`config.mk`:
```
export PLATFORM = sky130hd
export DESIGN_NAME = mbist_sequencer_flat
export DESIGN_NICKNAME = d
export VERILOG_FILES = /design/src/rtl/mbist_sequencer_if.sv /design/src/rtl/mbist_sequencer.sv /design/src/flat_wrapper.sv
export SDC_FILE = /design/constraint.sdc
export NUM_CORES = 1
export LEC_CHECK = 0
export CAP_MARGIN = 0
export CORE_UTILIZATION = 43
export CTS_BUF_LIST = sky130_fd_sc_hd__clkbuf_8
export DETAILED_ROUTE_END_ITERATION = 10
export PLACE_DENSITY_LB_ADDON = 0.05
export SETUP_SLACK_MARGIN = 0.15
export SLEW_MARGIN = 10
export SYNTH_ARGS = -nofsm -noshare
export SYNTH_HDL_FRONTEND = slang
export SYNTH_SLANG_ARGS = --single-unit
export TNS_END_PERCENT = 30
```
`constraint.sdc`:
```
create_clock -name clk -period 1.8 [get_ports clk]
set_clock_uncertainty 0.1 [all_clocks]
set_input_delay 0.36 -clock clk [delete_from_list [all_inputs] [get_ports clk]]
set_output_delay 0.36 -clock clk [all_outputs]
set_load 0.03 [all_outputs]
```
`src/rtl/mbist_sequencer_if.sv`:
```
// mbist_sequencer_if: test-access and engine-side signals of the MBIST sequencer.
// slave = sequencer, master = test-access port plus algorithm engines.
interface mbist_sequencer_if #(
  parameter int NUM_ALG = 3,
  parameter int SEL_W   = 3
) ();
  logic               test_mode;
  logic [SEL_W-1:0]   operation;
  logic               run_all;
  logic [NUM_ALG-1:0] alg_complete;
  logic [NUM_ALG-1:0] alg_fail;
  logic [NUM_ALG-1:0] alg_en;
  logic               busy;
  logic               complete;
  logic [NUM_ALG-1:0] fail_map;
  logic               timeout;
  modport slave (
    input  test_mode, operation, run_all, alg_complete, alg_fail,
    output alg_en, busy, complete, fail_map, timeout
  );
  modport master (
    output test_mode, operation, run_all, alg_complete, alg_fail,
    input  alg_en, busy, complete, fail_map, timeout
  );
endinterface

```
`src/rtl/mbist_sequencer.sv`:
```
// mbist_sequencer: runs one or all MBIST algorithm engines and collects a pass/fail map.
// Define MBIST_TIMEOUT_EN to add a per-algorithm watchdog of TIMEOUT_W bits.
module mbist_sequencer #(
  parameter int NUM_ALG   = 3,
  parameter int SEL_W     = 3,
  parameter int TIMEOUT_W = 20
) (
  input  logic              clk,
  input  logic              rst_n,
  mbist_sequencer_if.slave  bus
);
  localparam int IDX_W = NUM_ALG > 1 ? $clog2(NUM_ALG) : 1;
  if (NUM_ALG < 1 || NUM_ALG > 8 || TIMEOUT_W < 2) begin : g_bad_param
    $error("mbist_sequencer: NUM_ALG must be 1..8 and TIMEOUT_W at least 2");
  end
  typedef enum logic [2:0] {IDLE, SETUP, RUN, GAP, DONE} state_t;
  state_t           state, state_n;
  logic [IDX_W-1:0] idx, idx_n;
  logic             all_q;
  logic             done_hit, expire, ev, adv;
`ifdef MBIST_TIMEOUT_EN
  logic [TIMEOUT_W-1:0] cnt;
  // Held at zero outside RUN, so every entry to RUN starts a fresh count.
  always_ff @(posedge clk or negedge rst_n)
    if (!rst_n) cnt <= '0;
    else cnt <= state == RUN ? cnt + TIMEOUT_W'(1) : '0;
`endif
  always_comb begin
    done_hit = state == RUN && bus.alg_complete[idx];
`ifdef MBIST_TIMEOUT_EN
    expire = state == RUN && &cnt && !done_hit;
`else
    expire = 1'b0;
`endif
    ev = done_hit || expire;
    adv = all_q && 32'(idx) < NUM_ALG - 1;
    state_n = state;
    idx_n = idx;
    case (state)
      IDLE: state_n = bus.test_mode ? SETUP : IDLE;
      SETUP: begin
        state_n = bus.test_mode ? RUN : IDLE;
        idx_n = bus.run_all || 32'(bus.operation) >= NUM_ALG ? '0 : IDX_W'(bus.operation);
      end
      RUN: begin
        state_n = !bus.test_mode ? IDLE : !ev ? RUN : adv ? GAP : DONE;
        if (bus.test_mode && ev && adv) idx_n = idx + IDX_W'(1);
      end
      GAP: state_n = bus.test_mode ? RUN : IDLE;
      default: state_n = IDLE;
    endcase
  end
  // Outputs are registered from the next state so they line up with it.
  always_ff @(posedge clk or negedge rst_n)
    if (!rst_n) begin
      state        <= IDLE;
      idx          <= '0;
      all_q        <= 1'b0;
      bus.alg_en   <= '0;
      bus.busy     <= 1'b0;
      bus.complete <= 1'b0;
      bus.fail_map <= '0;
      bus.timeout  <= 1'b0;
    end else begin
      state        <= state_n;
      idx          <= idx_n;
      bus.alg_en   <= state_n == RUN ? NUM_ALG'(1) << idx_n : '0;
      bus.busy     <= state_n != IDLE;
      bus.complete <= state_n == DONE;
      if (state == SETUP) all_q <= bus.run_all;
      if (state == IDLE && bus.test_mode) begin
        bus.fail_map <= '0;
        bus.timeout  <= 1'b0;
      end else if (done_hit) bus.fail_map[idx] <= bus.alg_fail[idx];
      else if (expire) begin
        bus.fail_map[idx] <= 1'b1;
        bus.timeout       <= 1'b1;
      end
    end
endmodule
```
`src/flat_wrapper.sv`:
```
// flat-port wrapper written by rule: the top's interface ports become plain ports
module mbist_sequencer_flat 
#(
  parameter int NUM_ALG   = 3,
  parameter int SEL_W     = 3,
  parameter int TIMEOUT_W = 20
)
  (clk, rst_n, bus_test_mode, bus_operation, bus_run_all, bus_alg_complete, bus_alg_fail, bus_alg_en, bus_busy, bus_complete, bus_fail_map, bus_timeout);
  mbist_sequencer_if #(.NUM_ALG(NUM_ALG), .SEL_W(SEL_W)) bus_i ();
  input  logic clk;
  input  logic rst_n;
  input wire logic [$bits(bus_i.test_mode)-1:0] bus_test_mode;
  input wire logic [$bits(bus_i.operation)-1:0] bus_operation;
  input wire logic [$bits(bus_i.run_all)-1:0] bus_run_all;
  input wire logic [$bits(bus_i.alg_complete)-1:0] bus_alg_complete;
  input wire logic [$bits(bus_i.alg_fail)-1:0] bus_alg_fail;
  output wire logic [$bits(bus_i.alg_en)-1:0] bus_alg_en;
  output wire logic [$bits(bus_i.busy)-1:0] bus_busy;
  output wire logic [$bits(bus_i.complete)-1:0] bus_complete;
  output wire logic [$bits(bus_i.fail_map)-1:0] bus_fail_map;
  output wire logic [$bits(bus_i.timeout)-1:0] bus_timeout;
  assign bus_i.test_mode = bus_test_mode;
  assign bus_i.operation = bus_operation;
  assign bus_i.run_all = bus_run_all;
  assign bus_i.alg_complete = bus_alg_complete;
  assign bus_i.alg_fail = bus_alg_fail;
  assign bus_alg_en = bus_i.alg_en;
  assign bus_busy = bus_i.busy;
  assign bus_complete = bus_i.complete;
  assign bus_fail_map = bus_i.fail_map;
  assign bus_timeout = bus_i.timeout;
  mbist_sequencer #(.NUM_ALG(NUM_ALG), .SEL_W(SEL_W), .TIMEOUT_W(TIMEOUT_W)) u_core (.clk(clk), .rst_n(rst_n), .bus(bus_i));
endmodule
```
==> key figures, run 1 <==
Drt
  – Detailed Route WL: between 2000 and 2500 um
  – Via density: 5.241
  – DRT Pass-1 Iters: 4
  – DR vias: 760
  – DRT iter0 DRCs: 14
  – WL per Instance: approximately 15 um
  – Remaining DRCs: 0
  – Remaining antenna violation count: 0

Global routing
  – Vias in the first global route: 713
  – Total congestion overflow: 0
  – Largest net degree at the start of global routing: 15
  – Total GRT Usage: between 20% and 30%
  – Antenna violations before repair: 0
  – First-pass GRT wire length: ~3100 um

Worst setup path
  – Crit Path Class: reg2reg
  – WP data arrival: 1.90 ns
  – Reg2reg end: u_core.bus.alg_en[0]$_DFF_PN0_
  – R2R Setup Slk: -0.06 ns
  – Worst r2r path cells: 4
  – Crit. End Element: flip-flop
  – Reg-to-Reg Start: u_core.idx[0]$_DFF_PN0_
  – Startpoint types: flip-flop
  – Crit-path cells: nand3b_1 > o21a_1 > or4_4 > a2111oi_4
  – Critical Path RT: 1.85 ns
  – Slowest CP cell: or4_4
  – Max stage delay on crit path: between 0.5 and 0.6 ns
  – Max Fanout on Critical Path: 4

Timing
  – Setup violators final: 2
  – Pins Over Slew Limit: 0
  – RSZ-0062 raised after global routing: yes
  – Peak Freq: 539.0 MHz
  – WHS: 0.3157 ns
  – Setup WS post-layout: -0.05534 ns
  – Tcrit/Tclk final: 103.1%
  – Final Hold Viols: 0
  – Tmin final: 1.855 ns

Floorplanning
  – Initial core utilization: a little under half
  – Die height: 44.58 um
  – Core Box Area: approximately 1700 sq um
  – DIE WIDTH: 44.58 um
  – DIE AREA: about 2000 sq um
  – Number of I/O pins: 22
  – Site Rows: 15

Placement
  – GPL Wtd Cong: 0.8444
  – IO buf count: 20
  – Worst slack, placed: -0.4186 ns
  – HPWL after detailed placement: roughly 1400 um

Yosys
  – EDFF count, synth: 0
  – Synth Warn #: 0
  – Multiplexer share of the synthesized area: 10.43%
  – Mapped Avg Cell Area: around 11 sq um
  – XOR/XNOR share of the synthesized area: 0%
  – Post-synth top area share: 44.94%
  – Largest family of logic cells by synthesized area: simple AND/OR/NAND/NOR gates
  – Synth Area in Simple Gates: 20.71%
  – Synth area leaders: dfrtp_1, mux2i_1, ha_1, a2111oi_2, nand2_1
  – Synth Area in Compound Gates: 14.29%
  – Synth cell count leaders: dfrtp_1, mux2i_1, nand2_1
  – Async S/R FF share, synth: 100.0%
  – Area leader, netlist: dfrtp_1
  – Synth Area in Adders: 4.815%
  – Area of the mapped netlist: ~800 sq um
  – Top-count cell post-synth: dfrtp_1
  – Cell variety after synth: 31
  – Mapped Nets: 90
  – Sequential cell area fraction in the yosys report: between 40% and 50%
  – Post-synthesis register bit count: 14
  – Main synth FF type: dfrtp_1
  – Gate Count Post-Synth: 74

Finish
  – Number of diodes: 0
  – P&R area growth vs syn: 72.87%
  – Fin nets: 137
  – Layout cells sized above 1: between 40% and 50%

CTS
  – Total CTS buffers: 3
  – Max Buffers Root-to-Sink: 2
  – Clk slew on worst S/H paths: 0.06 ns
  – Root Driver: clkbuf_8
  – CTS Sinks: 14
  – Htree depth: 1
  – CTS tree: yes
  – Insertion delay to the later sink of the worst-skew pair: 0.25 ns

Pwr
  – VDD IR max: 787.7 uV
  – Leakage: ~0.00065 uW
  – P per Cell Area: 1242 nW/um^2

Min path
  – Hold Crit Class: in2async

Status
  – Run status: finished with violations
  – Failing checks: setup timing

Flow run
  – Max-cap viol count: 0
flip-flops by register name, indices dropped and copies added (netlist names):
register             count
u_core.all_q             1
u_core.bus.fail_map      3
u_core.bus.alg_en        3
u_core.idx               2
u_core.bus.complete      1
u_core.bus.busy          1
u_core.state             3
where the power goes:
| group | total [uW] | leakage (uW) | switching, uW | internal [uW] |
|---|---|---|---|---|
| clock network | 314 | 0.0000288 | 120 | 194 |
| registers | 426 | 0.000186 | 46.6 | 379 |
| logic | 934 | 0.000436 | 461 | 473 |
logic make-up after synthesis:
| logic type | after synthesis |
|---|---|
| buffers and inverters | 6 |
| other | 1 |
| adders and majority gates | 3 |
| DFF | 14 |
| AOI/OAI and AO/OA | 15 |
| and+or+nand+nor | 27 |
| muxes | 8 |
worst max path at each step:
stage | to | cells after the start | start
after global routing | u_core.bus.alg_en[0]$_DFF_PN0_ | 4 | u_core.idx[0]$_DFF_PN0_
after global placement | u_core.bus.alg_en[2]$_DFF_PN0_ | 5 | bus_operation[0]
after CTS | u_core.bus.alg_en[0]$_DFF_PN0_ | 4 | u_core.idx[0]$_DFF_PN0_
after detailed placement | u_core.bus.alg_en[2]$_DFF_PN0_ | 5 | bus_operation[2]
final | u_core.bus.alg_en[0]$_DFF_PN0_ | 4 | u_core.idx[0]$_DFF_PN0_
after floorplan | u_core.bus.alg_en[0]$_DFF_PN0_ | 5 | u_core.idx[0]$_DFF_PN0_
critical path: cells and delay by family, from the launching register on:
| kind | cells | cell delay (ns) |
|---|---|---|
| AO/OA/AOI/OAI | 2 | 0.47 |
| flip-flops | 1 | 0.43 |
| AND/OR/NAND/NOR | 2 | 0.75 |
routing by layer:
metal	track usage, %	routed length [um]	vias up
met4	16.36	102	0
met5	0	0	-
met3	4.082	74	11
li1	-	-	362
met2	40.29	1102	26
met1	25.64	855	361
layout make-up:
| class | count | area (sq um) |
|---|---|---|
| inverters | 4 | 17.52 |
| multi-input cells | 54 | 509.2 |
| clock buffers | 4 | 55.05 |
| flip-flops and latches | 14 | 351.6 |
| well taps | 25 | 31.28 |
| repair buffers | 44 | 382.9 |
| fillers | 104 | 360.3 |
stage by stage:
stage / cells / utilization (%) / total power [uW] / TNS [ns] / instance area (sq um)
finish: 145 / 78.90 / 1674 / -0.1072 / 1348
global route: 145 / 78.90 / 1759 / -0.4566 / 1348
CTS: 143 / 72.45 / 1524 / -0.1990 / 1237
detailed placement: 134 / 66.30 / 1136 / -1.816 / 1132
global placement: 134 / 66.30 / 1127 / -1.588 / 1132
floorplan: 74 / - / 812.8 / -0.06977 / 792.0
cells in the final DEF, fill, tap and decap left out, drive strengths merged:
| cell type | n |
|---|---|
| buf | 24 |
| nor2 | 1 |
| a211oi | 1 |
| nand2b | 2 |
| or4 | 2 |
| dfrtp | 14 |
| nor3b | 2 |
| and3 | 1 |
| nand3 | 4 |
| nand3b | 2 |
| o2111ai | 1 |
| clkbuf | 4 |
| a21o | 2 |
| mux2 | 1 |
| nor3 | 2 |
| a21boi | 1 |
| o21ai | 5 |
| nor2b | 2 |
| a21oi | 2 |
| mux2i | 7 |
| a2111oi | 2 |
| clkdlybuf4s50 | 4 |
| nor4b | 1 |
| o21a | 1 |
| nand2 | 6 |
| conb | 1 |
| dlymetal6s2s | 2 |
| ha | 3 |
| or4b | 1 |
| inv | 4 |
| dlygate4sd2 | 14 |
| and2 | 1 |
what timing repair did:
action | in CTS | in global routing
endpoints found under the setup margin | 13 | 9
hold endpoints to repair | 0 | 0
pin swaps | 3 | 6
setup buffers | 5 | 2
cloned | 0 | 0
gates resized for setup | 20 | 22
hold buffers | 0 | 0
(Power assumes the default switching activity.)
==> run 2, diff against run 1 <==
--- a/config.mk
+++ b/config.mk
@@ -8,6 +8,7 @@
 export CAP_MARGIN = 0
 export CORE_UTILIZATION = 43
 export CTS_BUF_LIST = sky130_fd_sc_hd__clkbuf_8
+export CTS_CLUSTER_DIAMETER = 40
 export DETAILED_ROUTE_END_ITERATION = 10
 export PLACE_DENSITY_LB_ADDON = 0.05
 export SETUP_SLACK_MARGIN = 0.15
==> constraint.sdc (replaced) <==
create_clock -name clk -period 1.8 [get_ports clk]
set_clock_uncertainty 0.1 [all_clocks]
set_input_delay 0.27 -clock clk [delete_from_list [all_inputs] [get_ports clk]]
set_output_delay 0.27 -clock clk [all_outputs]
set_load 0.03 [all_outputs]
==> run 2 against run 1 <==
  * The run still ends with setup timing left
  * Core utilization shrank 0.51 points
  * Register-to-register slack about the same
  * Cell area shrank 0.65%
  * Clock power barely moved
  * Largest power group unchanged
==> key figures, run 2 (synthesized netlist as in run 1, its figures left out) <==
Status
  – Run status: finished with violations
  – Failing checks: setup timing

Pwr
  – Sw frac: 37.12% (-0.37 points)
  – P per Cell Area: 1231 nW/um^2 (-0.94%)
  – Power share of the combinational group: 55.2% (-0.6 points)
  – VDD IR max: 820.7 uV (+4.2%)
  – Tot Pwr: 1648 uW (-1.6%)
  – Switch Pwr: 611.7 uW (-2.6%)
  – Leakage: 0.0006735 uW (+3.5%)
  – Clk network pwr share: 18.9% (+0.2 points)
  – Pint: 1036 uW (-1.0%)
  – Part of the power in registers: 25.9% (+0.5 points)

CTS
  – Total CTS buffers: 3 (unchanged)
  – CTS tree: yes
  – Hold buffers post-CTS: 0 (unchanged)
  – Clk slew on worst S/H paths: 0.06 ns (about the same)
  – Max Buffers Root-to-Sink: 2 (unchanged)
  – Root Driver: clkbuf_8
  – CTS Sinks: 14 (unchanged)
  – Htree depth: 1 (unchanged)
  – Insertion delay to the later sink of the worst-skew pair: 0.25 ns (about the same)

Timing
  – Tcrit/Tclk final: 102.7% (-0.36 points)
  – Setup violators final: 2 (unchanged)
  – Pins Over Slew Limit: 0 (unchanged)
  – Setup WS post-layout: -0.04887 ns (+0.006467 ns)
  – Peak Freq: 540.9 MHz (+0.35%)
  – Tmin final: 1.849 ns (-0.006467 ns)
  – RSZ-0062 raised after global routing: yes
  – Final Hold Viols: 0 (unchanged)

Global routing
  – Vias in the first global route: 717 (+0.56%)
  – Largest net degree at the start of global routing: 15 (unchanged)
  – Total congestion overflow: 0 (unchanged)
  – Antenna violations before repair: 0 (unchanged)
  – Total GRT Usage: 23.57% (+0.26 points)
  – First-pass GRT wire length: 3174 um (+1.1%)

Drt
  – DR vias: 742 (-2.4%)
  – DRT iter0 DRCs: 15 (+1)
  – WL per Instance: 14.67 um (-0.39%)
  – DRT Pass-1 Iters: 3 (-1)
  – Via density: 5.153 (-1.7%)
  – Remaining antenna violation count: 0 (unchanged)
  – Detailed Route WL: 2112 um (-1.1%)
  – Remaining DRCs: 0 (unchanged)

Finish
  – Number of diodes: 0 (unchanged)
  – Non-Filler Instances: 144 (-0.69%)
  – P&R area growth vs syn: 71.75%
  – Layout cells sized above 1: 36.97% (-3.9 points)
  – Filler cells: 111 (+6.7%)
  – Fin nets: 136 (-0.73%)
  – Most common cell after layout, fill and taps aside: buf_4
  – Most frequent cells in the layout: buf_4, clkdlybuf4s50_1, dfrtp_1
  – Top Registers: u_core.bus.alg_en: 3 flops, u_core.bus.fail_map: 3 flops, u_core.state: 3 flops

Flow run
  – Max-cap viol count: 0 (unchanged)

Worst setup path
  – WP data arrival: 1.90 ns (about the same)
  – Max Fanout on Critical Path: 5 (+1)
  – Startpoint types: flip-flop
  – Worst setup startpoint: u_core.idx[0]$_DFF_PN0_
  – Max stage delay on crit path: 0.54 ns (about the same)
  – Reg-to-Reg Start: u_core.idx[0]$_DFF_PN0_
  – Critical Path RT: 1.85 ns (about the same)
  – Crit. End Element: flip-flop
  – Crit Path Class: reg2reg
  – Slowest CP cell: or4_4
  – Worst r2r path cells: 4 (unchanged)
  – Crit-path cells: mux2i_2 > o21a_1 > or4_4 > a2111oi_4

Placement
  – IO buf count: 20 (unchanged)
  – HPWL after detailed placement: 1420 um (unchanged)
  – GPL Wtd Cong: 0.8444 (unchanged)
  – Placed Instances: 134 (unchanged)

Floorplanning
  – Site Rows: 15 (unchanged)
  – DIE WIDTH: 44.58 um (unchanged)
  – DIE AREA: 1987 sq um (unchanged)
  – Die height: 44.58 um (unchanged)
  – Core Box Area: 1708 sq um (unchanged)
  – Number of I/O pins: 22 (unchanged)
  – Initial core utilization: 45.64% (unchanged)

Min path
  – Hold Crit Class: in2async
-- run 2: cell types whose count changed in the layout (fill, tap and decap cells not counted), sizes merged --
cell	before	now
clkdlybuf4s50	4	13
buf	24	23
dlymetal6s2s	2	7
dlygate4sd2	14	0
-- run 2: repair_timing --
item | CTS | global route
pin swaps | 1 | 5
endpoints found under the setup margin | 5 | 13
setup buffers | 2 | 4
resized for setup | 7 | 19
-- run 2: layer usage --
layer	up-vias	track usage, %	share of wire (%)
li1	359	-	-
met1	349	26.67	42
met2	24	40.29	49
met3	10	3.673	3.7
met4	0	16.36	4.6
met5	-	0	0
-- run 2: path summary, 6_finish.rpt --
path                                                      end  slack, ns
setup / recovery               u_core.bus.alg_en[0]$_DFF_PN0_      -0.05
hold / removal             u_core.bus.fail_map[0]$_DFFE_PN0P_       0.23
setup reg to reg               u_core.bus.alg_en[0]$_DFF_PN0_      -0.05
hold reg to reg                      u_core.all_q$_DFFE_PN0P_       0.40
max in group asynchronous             u_core.idx[0]$_DFF_PN0_       1.19
min in group clk                     u_core.all_q$_DFFE_PN0P_       0.24
-- run 2: area by class of cell --
cell class / count / area [sq um] / share of cell area, %
multi-input combinational: 54 / 485.5 / 36.26
timing repair buffer: 43 / 397.9 / 29.72
sequential: 14 / 351.6 / 26.26
clock buffer: 4 / 55.05 / 4.112
tap: 25 / 31.28 / 2.336
inverter: 4 / 17.52 / 1.308
-- run 2: worst max-delay path: cells and delay by family, from the launching register on --
family	cells	cell delay, ns
simple gates	1	0.54
compound gates	2	0.51
flops	1	0.44
mux	1	0.16
-- run 2: power groups by stage --
| stage | registers, uW | logic, uW | clock network [uW] |
|---|---|---|---|
| floorplan | 468 | 345 | 0 |
| global placement | 428 | 700 | 0 |
| detailed placement | 429 | 707 | 0 |
| CTS | 421 | 780 | 319 |
| global route | 435 | 974 | 324 |
| finish | 427 | 909 | 312 |
-- run 2: stage by stage --
stage / utilization (%) / hold slack (ns) / worst slack (ns) / area (sq um) / setup TNS [ns]
final: 78.39 / 0.2272 / -0.04887 / 1339 / -0.08677
after global routing: 78.39 / 0.2512 / -0.1287 / 1339 / -0.2634
after CTS: 72.09 / 0.2327 / -0.05860 / 1231 / -0.1175
after detailed placement: 66.30 / 0.3874 / -0.3286 / 1132 / -1.305
after global placement: 66.30 / 0.3882 / -0.2918 / 1132 / -1.138
after floorplan: - / -0.1256 / -0.05643 / 792.0 / -0.06977
==> run 3, diff against run 2 <==
--- a/config.mk
+++ b/config.mk
@@ -6,7 +6,7 @@
 export NUM_CORES = 1
 export LEC_CHECK = 0
 export CAP_MARGIN = 0
-export CORE_UTILIZATION = 43
+export CORE_UTILIZATION = 35
 export CTS_BUF_LIST = sky130_fd_sc_hd__clkbuf_8
 export CTS_CLUSTER_DIAMETER = 40
 export DETAILED_ROUTE_END_ITERATION = 10
==> run 3 against run 2 <==
  * The run still ends with setup timing left
  * Clock-buffer cell count unchanged
  * Core utilization decreased by 14 points
  * Power decreased by 3.1%
  * Routed wire length decreased by 6.7%
  * Sequential power about the same
  * Global-route usage decreased by 5.7 points
  * Register-to-register slack about the same
  * Hold slack improved by 0.016 ns
  * Critical path depth increased by 2
  * Critical endpoint unchanged
  * Largest power group unchanged
  * Combinational power decreased by 5.1%
  * Sequential share of layout area increased by 0.60 points
==> key figures, run 3 (synthesized netlist as in run 1, its figures left out) <==
Timing
  – Setup violators final: 1 (-1)
  – Tcrit/Tclk final: 102.5% (-0.21 points)
  – Final Hold Viols: 0 (unchanged)
  – Tmin final: 1.845 ns (-0.003822 ns)
  – Pins Over Slew Limit: 0 (unchanged)
  – Slew margin rel.: ~66%
  – RSZ-0062 raised after global routing: yes
  – Worst Tran Pin Value: 0.5167 ns
  – Setup WS post-layout: -0.04505 ns (+0.003822 ns)
  – WHS: 0.2429 ns (+0.01566 ns)
  – Peak Freq: 542.0 MHz (+0.21%)

CTS
  – Insertion delay to the later sink of the worst-skew pair: 0.24 ns (about the same)
  – Clk slew on worst S/H paths: 0.06 ns (about the same)
  – CTS Sinks: 14 (unchanged)
  – Max Buffers Root-to-Sink: 2 (unchanged)
  – Total CTS buffers: 3 (unchanged)
  – Htree depth: 1 (unchanged)
  – CTS tree: yes
  – Root Driver: clkbuf_8

Worst setup path
  – Max Fanout on Critical Path: 4 (-1)
  – Crit-path cells: nor3b_2 > buf_4 > mux2i_4 > o21ai_2 > buf_4 > a2111oi_4
  – Slowest CP cell: dfrtp_1
  – Crit. End Element: flip-flop
  – Worst Path Buf+Inv: 2 (+2)
  – Startpoint types: flip-flop
  – WP data arrival: 1.88 ns (-0.02 ns)
  – Most Frequent Cell on Critical Path: buf_4
  – Critical Path RT: 1.84 ns (about the same)
  – Crit Path Class: reg2reg
  – Max stage delay on crit path: 0.42 ns (-0.12 ns)
  – Critical path's top delay family: compound AO/OA/AOI/OAI gates

Drt
  – DR vias: 711 (-4.2%)
  – Remaining DRCs: 0 (unchanged)
  – Detailed Route WL: 1971 um (-6.7%)
  – Remaining antenna violation count: 0 (unchanged)
  – Via density: 4.972 (-3.5%)
  – DRT iter0 DRCs: 5 (-10)
  – DRT Pass-1 Iters: 4 (+1)
  – WL per Instance: 13.78 um (-6.0%)

Global routing
  – First-pass GRT wire length: 3243 um (+2.2%)
  – Vias in the first global route: 695 (-3.1%)
  – Antenna violations before repair: 0 (unchanged)
  – Total GRT Usage: 17.89% (-5.7 points)
  – Total congestion overflow: 0 (unchanged)
  – Largest net degree at the start of global routing: 15 (unchanged)

Placement
  – IO buf count: 20 (unchanged)
  – HPWL after detailed placement: 1380 um (-2.8%)
  – GPL Wtd Cong: 0.9022 (+6.8%)

Floorplanning
  – Core Box Area: 2022 sq um (+18%)
  – DIE WIDTH: 49.19 um (+10%)
  – Initial core utilization: 38.55% (-7.1 points)
  – Die height: 49.19 um (+10%)
  – Number of I/O pins: 22 (unchanged)
  – Site Rows: 16 (+1)
  – DIE AREA: 2420 sq um (+22%)

Pwr
  – Leakage: 0.0006400 uW (-5.0%)
  – P per Cell Area: 1220 nW/um^2 (-0.89%)
  – VDD IR max: 642.4 uV (-22%)

Finish
  – Layout cells sized above 1: 35.34% (-1.6 points)
  – P&R area growth vs syn: 67.90%
  – Most frequent cells in the layout: buf_4, clkdlybuf4s50_1, dfrtp_1
  – Most common cell after layout, fill and taps aside: buf_4
  – Top Registers: u_core.bus.alg_en: 3 flops, u_core.bus.fail_map: 3 flops, u_core.state: 3 flops
  – Fin nets: 133 (-2.2%)
  – Number of diodes: 0 (unchanged)
  – Final Util: 64.73% (-14 points)

Status
  – Failing checks: setup timing
  – Run status: finished with violations

Min path
  – Hold Crit Class: in2async

Flow run
  – Max-cap viol count: 0 (unchanged)
run 3: changes by cell type in the layout (fill, tap and decap cells not counted), sizes merged:
cell | before | now
dlymetal6s2s | 7 | 4
buf | 23 | 20
dlygate4sd2 | 0 | 3
run 3: layout make-up:
type / count / area (sq um)
tap: 27 / 33.78
sequential: 14 / 351.6
multi-input combinational: 54 / 496.7
fill: 156 / 713.2
inverter: 4 / 15.01
clock buffer: 4 / 55.05
timing repair buffer: 40 / 356.6
run 3: final timing paths:
path | start | end | slack, ns | cells after the start
worst max-delay path | u_core.state[2]$_DFF_PN0_ | u_core.bus.alg_en[0]$_DFF_PN0_ | -0.05 | 6
worst min-delay path | rst_n | u_core.state[2]$_DFF_PN0_ | 0.24 | 2
worst max register to register | u_core.state[2]$_DFF_PN0_ | u_core.bus.alg_en[0]$_DFF_PN0_ | -0.05 | 6
worst min register to register | u_core.all_q$_DFFE_PN0P_ | u_core.all_q$_DFFE_PN0P_ | 0.41 | 1
max in group asynchronous | rst_n | u_core.idx[0]$_DFF_PN0_ | 1.17 | 2
min in group clk | bus_run_all | u_core.all_q$_DFFE_PN0P_ | 0.36 | 2
run 3: where the power goes:
group          internal, uW  leakage (uW)  switching [uW]
Clock                   194     0.0000288             111
Combinational           434      0.000426             429
Sequential              380      0.000186            49.4
run 3: repair_timing:
| action | 4_1_cts | 5_1_grt |
|---|---|---|
| endpoints found under the setup margin | 4 | 12 |
| setup buffers | 1 | 1 |
| hold buffers | 0 | 0 |
| pin swaps | 3 | 1 |
| resized for setup | 13 | 10 |
run 3: per-stage QoR:
stage	worst slack (ns)	instances	area [sq um]	power [uW]	setup TNS, ns
2_1_floorplan	-0.05643	74	792.0	812.8	-0.06977
3_3_place_gp	-0.3388	137	1142	1153	-1.276
3_5_place_dp	-0.3872	137	1142	1157	-1.264
4_1_cts	-0.05433	142	1254	1535	-0.06229
5_1_grt	-0.1319	143	1309	1689	-0.2764
6_report	-0.04505	143	1309	1597	-0.04505
run 3: worst reg2reg max path, stage by stage, from the launching register on:
cell	delay (ns)
dfrtp_1	0.42
nor3b_2	0.20
buf_4	0.17
mux2i_4	0.28
o21ai_2	0.10
buf_4	0.15
a2111oi_4	0.33
run 3: routing by layer:
metal  share of wire (%)  global-route usage (%)  routed length, um  vias to the layer above
li1                    -                       -                  -                      350
met1                  43                   22.55                852                      341
met2                  52                   30.14               1022                       16
met3                 3.1                   2.804                 61                        4
met4                 1.8                   7.353                 36                        0
met5                   0                       0                  0                        -
